## src/rtl/truth_table_sweeper.sv

```systemverilog
// Sweeps a 4-input vector 0..15 into a logic block under test, captures two output truth tables and reports disagreements.
// Optional build macro SWEEP_HALT_EN: stop the sweep at the first mismatch and keep the failing vector on w..z.
module truth_table_sweeper #(
  parameter int HOLD_CYCLES = 15
) (
  input  logic        clk,
  input  logic        rst,
  input  logic        start,
  output logic        w,
  output logic        x,
  output logic        y,
  output logic        z,
  input  logic        f_a,
  input  logic        f_b,
  output logic        busy,
  output logic        done,
  output logic [15:0] table_a,
  output logic [15:0] table_b,
  output logic [4:0]  mismatch_count,
  output logic        first_fail_valid,
  output logic [3:0]  first_fail_idx
);

  typedef enum logic [1:0] {
    IDLE = 2'd0,
    RUN  = 2'd1,
    DONE = 2'd2
  } state_t;

  localparam logic [7:0] HOLD_LAST = 8'(HOLD_CYCLES - 1);

  state_t      state;
  state_t      state_next;
  logic [3:0]  idx;
  logic [7:0]  hold_cnt;
  logic [3:0]  vec;
  logic        start_accept;
  logic        sample;
  logic        mismatch;
  logic        halt;
  logic        end_sweep;

  // A start in RUN is dropped, including one coinciding with the final sampling edge.
  assign start_accept = start && (state != RUN);
  assign sample       = (state == RUN) && (hold_cnt == HOLD_LAST);
  assign mismatch     = f_a ^ f_b;

`ifdef SWEEP_HALT_EN
  assign halt = mismatch;
`else
  assign halt = 1'b0;
`endif

  assign end_sweep = sample && ((idx == 4'hF) || halt);

  // NOTE: sequential state uses non-blocking assignments so every register samples pre-edge values.
  always_ff @(posedge clk) begin
    if (rst) begin
      state <= IDLE;
    end else begin
      state <= state_next;
    end
  end

  // NOTE: every always_comb output gets a default first so no path leaves it unassigned (no latch).
  always_comb begin
    state_next = state;
    case (state)
      IDLE:    if (start_accept) state_next = RUN;
      RUN:     if (end_sweep)    state_next = DONE;
      DONE:    if (start_accept) state_next = RUN;
      default: state_next = IDLE;
    endcase
  end

  always_comb begin
    busy = 1'b0;
    done = 1'b0;
    vec  = 4'd0;
    case (state)
      RUN: begin
        busy = 1'b1;
        vec  = idx;
      end
      DONE: begin
        done = 1'b1;
`ifdef SWEEP_HALT_EN
        if (first_fail_valid) vec = idx;
`endif
      end
      default: ;
    endcase
  end

  assign {w, x, y, z} = vec;

  // Result registers are plain flops (no RAM), so they all take the synchronous reset.
  always_ff @(posedge clk) begin
    if (rst) begin
      idx              <= 4'd0;
      hold_cnt         <= 8'd0;
      table_a          <= 16'd0;
      table_b          <= 16'd0;
      mismatch_count   <= 5'd0;
      first_fail_valid <= 1'b0;
      first_fail_idx   <= 4'd0;
    end else if (start_accept) begin
      idx              <= 4'd0;
      hold_cnt         <= 8'd0;
      table_a          <= 16'd0;
      table_b          <= 16'd0;
      mismatch_count   <= 5'd0;
      first_fail_valid <= 1'b0;
      first_fail_idx   <= 4'd0;
    end else if (state == RUN) begin
      if (sample) begin
        table_a[idx] <= f_a;
        table_b[idx] <= f_b;
        if (mismatch) begin
          mismatch_count <= mismatch_count + 5'd1;
          if (!first_fail_valid) begin
            first_fail_valid <= 1'b1;
            first_fail_idx   <= idx;
          end
        end
        // idx freezes on the final vector (or failing vector when halting).
        if (!end_sweep) begin
          idx      <= idx + 4'd1;
          hold_cnt <= 8'd0;
        end
      end else begin
        hold_cnt <= hold_cnt + 8'd1;
      end
    end
  end

endmodule
```

## config.mk

```make
export PLATFORM = sky130hd
export DESIGN_NAME = truth_table_sweeper
export DESIGN_NICKNAME = d
export VERILOG_FILES = /design/src/rtl/truth_table_sweeper.sv
export SDC_FILE = /design/constraint.sdc
export NUM_CORES = 1
export LEC_CHECK = 0
export CORE_ASPECT_RATIO = 1.2
export CORE_MARGIN = 5
export CORE_UTILIZATION = 35
export DETAILED_ROUTE_END_ITERATION = 8
export GPL_TIMING_DRIVEN = 0
export SETUP_SLACK_MARGIN = 0.3
export SYNTH_ARGS = -nofsm -noshare
export SYNTH_HDL_FRONTEND = slang
export SYNTH_SLANG_ARGS = --single-unit
```

## constraint.sdc

```tcl
create_clock -name clk -period 4.45 [get_ports clk]
set_clock_uncertainty 0.15 [all_clocks]
set_input_delay 0.89 -clock clk [delete_from_list [all_inputs] [get_ports clk]]
set_output_delay 0.89 -clock clk [all_outputs]
set_load 0.01 [all_outputs]
```

==> out/results.tsv <==
stage	metric	value	unit
outcome	status	completed	
critical_path	reg2regPathDepth	5	
power	p_leak	1.04	nW
finish	layout.nets	332	
critical_path	cp_max_fo	10	
die	pin_count	53	
placement	pre_cts_ws	1.68	ns
logic_synthesis	synth.most_common_cell	dfxtp_1	
critical_path	slowest_delay	0.54	ns
logic_synthesis	synthTopCellsByArea	dfxtp_1 48%, nand3_1 8.2%, o21ai_0 8.2%	
logic_synthesis	syn-cell-area	2330	sq um
critical_path	path_cells	nand2b_1 -> inv_1 -> and2_1 -> clkdlybuf4s50_1	
logic_synthesis	ys_ff_latch	56	
timing	slew_headroom	58.5	%
finish	register_area	1120	sq um
logic_synthesis	syn-num-nets	273	
finish	drive_above_1_share	5.30	%
logic_synthesis	synth_top_area_share	48.1	%
detailed_routing	routedWlPerCell	14.2	um
clocking	cts_setup_buffers	0	
critical_path	path_class	reg -> out	
logic_synthesis	synthMuxAreaShare	1.29	%
clocking	cts-root-buf	clkbuf_8	
clocking	worstSkewPairLatency	0.31	ns
min_path	hold_depth	2	
logic_synthesis	ys_types	36	
global_routing	grt_pass1_vias	2012	
timing	final.min_clock_period	3.08	ns
logic_synthesis	synth_edf_count	0	
timing	setup_violations	0	
logic_synthesis	synth_cells	261	
detailed_routing	vias_per_cell	5.10	
finish	multi_input_comb_area	1120	sq um
min_path	min_to	table_a[10]	
logic_synthesis	synth_flop_cell	dfxtp_1	
timing	holdWs	0.326	ns
finish	final_cells	406	
critical_path	r2r_setup_slack	2.33	ns
critical_path	cp.arrival	2.04	ns
timing	tightest_slew	0.614	ns
placement	gp_congestion	0.813	
critical_path	end_kind	primary output	
global_routing	antenna_found_initial	0	
die	core	6450	sq um
timing	fin_crit_sh	69.3	%
global_routing	grt.total_usage	14.0	%
die	initial_core_util	36.1	%
logic_synthesis	async_flop_share	0	%
critical_path	crit_buf_inv	2	
detailed_routing	drtAntennaViolNets	0	
placement	io_buffers	52	
finish	postLayoutCoreUtil	47.6	%
detailed_routing	drtPass1Iterations	4	
critical_path	worst_setup_path_start_kind	flop	
detailed_routing	drt_iter0_markers	85	
clocking	cts.sinks	56	
detailed_routing	wirelength	5770	um
power	power_density	287	nW/um^2
logic_synthesis	synth_top_family_by_area	simple AND/OR/NAND/NOR gates	
timing	fmaxAchievable	324	MHz
clocking	cts_tree	built	
detailed_routing	num_vias	2071	
clocking	cts_hold_buffers	0	
critical_path	worstPathRequired	3.41	ns
logic_synthesis	ys_seq_area_share	48.1	%
clocking	cts_max_path_buffers	2	
critical_path	cp_top_family	buffers and inverters	
logic_synthesis	yosys.area.top_type	dfxtp_1	
finish	num-fill-cells	644	
clocking	clkTransAtPathRegs	0.10	ns
logic_synthesis	syn_area_per_cell	8.93	sq um
logic_synthesis	synth.top_cells.by_count	56 x dfxtp_1, 38 x nand3_1, 38 x o21ai_0	
global_routing	grt_max_degree	18	
detailed_routing	drc	0	
global_routing	grt_pass1_wl	9710	um
clocking	post_cts_resized	0	
min_path	min_path_type	reg -> reg	
logic_synthesis	synth_simple_gate_area_share	25.9	%
placement	dp.cells	398	
timing	slew_violations	0	
power	ir_worst_vdd	169	uV
run	drv_cap	0	
die	placementRows	32	
clocking	cts_inserted_buffers	5	
die	die-area	8400	sq um
timing	finalHoldViolations	0	
timing	worst_slack	1.37	ns
die	die_height	99.4	um
timing	setup_tns	0	ns
die	die_w	84.5	um
clocking	htree_levels	2	
critical_path	cpMaxStageDelayCell	clkdlybuf4s50_1	
timing	rsz0062_at_grt	false	
critical_path	r2r_start	state[0]	
logic_synthesis	synthAdderAreaFrac	3.76	%
placement	dpl.hpwl	4290	um
critical_path	r2r-end	table_b[13]	
finish	areaGrowthSynthToFinish	31.7	%
logic_synthesis	synth_compound_area_share	14.3	%
logic_synthesis	ys_warn_count	0	
finish	antenna_cells	0	
min_path	min_from	table_a[10]	
logic_synthesis	synth_xor_area_share	3.01	%
global_routing	grt_overflow_total	0	
[flip-flops by register name, summed over array words and instances, names as in the netlist]
signal and cells:
hold_cnt 8, table_b 16, state 2, first_fail_idx 4, idx 4, table_a 16
first_fail_valid 1, mismatch_count 5
[layout make-up]
type	instances	area share [%]
Multi-Input combinational cell	184	36.6
Sequential cell	56	36.5
Timing Repair Buffer	52	17.0
Tap cell	85	3.47
Clock buffer	5	2.24
Buffer	13	1.79
Clock inverter	3	1.39
Inverter	8	0.979
[report_power, final]
group	internal, mW	total [mW]	switching [mW]
Sequential	0.502	0.505	0.00274
Combinational	0.0130	0.0407	0.0277
Clock	0.167	0.334	0.168
[kinds of logic after synthesis]
logic type,count (synthesis)
xor gates and xnor gates,8
and+or+nand+nor,105
DFF,56
adders and majority gates,7
muxes,3
AOI/OAI and AO/OA,61
buffers and inverters,21
[worst min-delay path: cells and delay by family, from the launching register on]
family	cells	cell delay [ns]
simple gates	1	0.05
flops	1	0.32
compound gates	1	0.06
[per-stage QoR]
step,total power [mW],instance area (sq um)
final,0.880,3070
after CTS,0.894,3070
after detailed placement,0.558,2960
after floorplan,0.540,2330
after global routing,0.918,3070
after global placement,0.558,2960
[metal layers]
layer	global-route usage, %	part of all wire [%]	vias to the layer above	wire, um
li1	-	-	1063	-
met1	16.5	46	953	2670
met2	25.0	47	47	2720
met3	3.56	5.1	8	292
met4	4.14	1.5	0	89
met5	0	0	-	0
[worst max-delay path by stage]
stage                         from                end  slack [ns]  cells past startpoint
after floorplan           state[1]                  w        2.36                      3
after global placement    state[1]                  x        1.67                      4
after detailed placement       f_b  mismatch_count[2]        1.68                      6
after CTS                 state[1]                  x        1.32                      4
after global routing      state[0]                  x        1.19                      4
final                     state[0]                  x        1.37                      4
[cell usage in the layout, fill, tap and decap left out, types with 3 or more instances in the layout]
| cell type | count |
|---|---|
| clkbuf_1 | 7 |
| and2_1 | 3 |
| dfxtp_1 | 56 |
| xnor2_1 | 4 |
| inv_1 | 8 |
| clkbuf_8 | 5 |
| nand4_1 | 20 |
| or3_1 | 4 |
| o21ai_0 | 38 |
| nor4bb_1 | 3 |
| ha_1 | 7 |
| mux2i_1 | 3 |
| nor2_1 | 15 |
| clkdlybuf4s50_1 | 52 |
| nand2_1 | 8 |
| a21oi_1 | 14 |
| xor2_1 | 4 |
| nand3_1 | 38 |
| buf_2 | 5 |
Power figures use the tool's default switching activity.
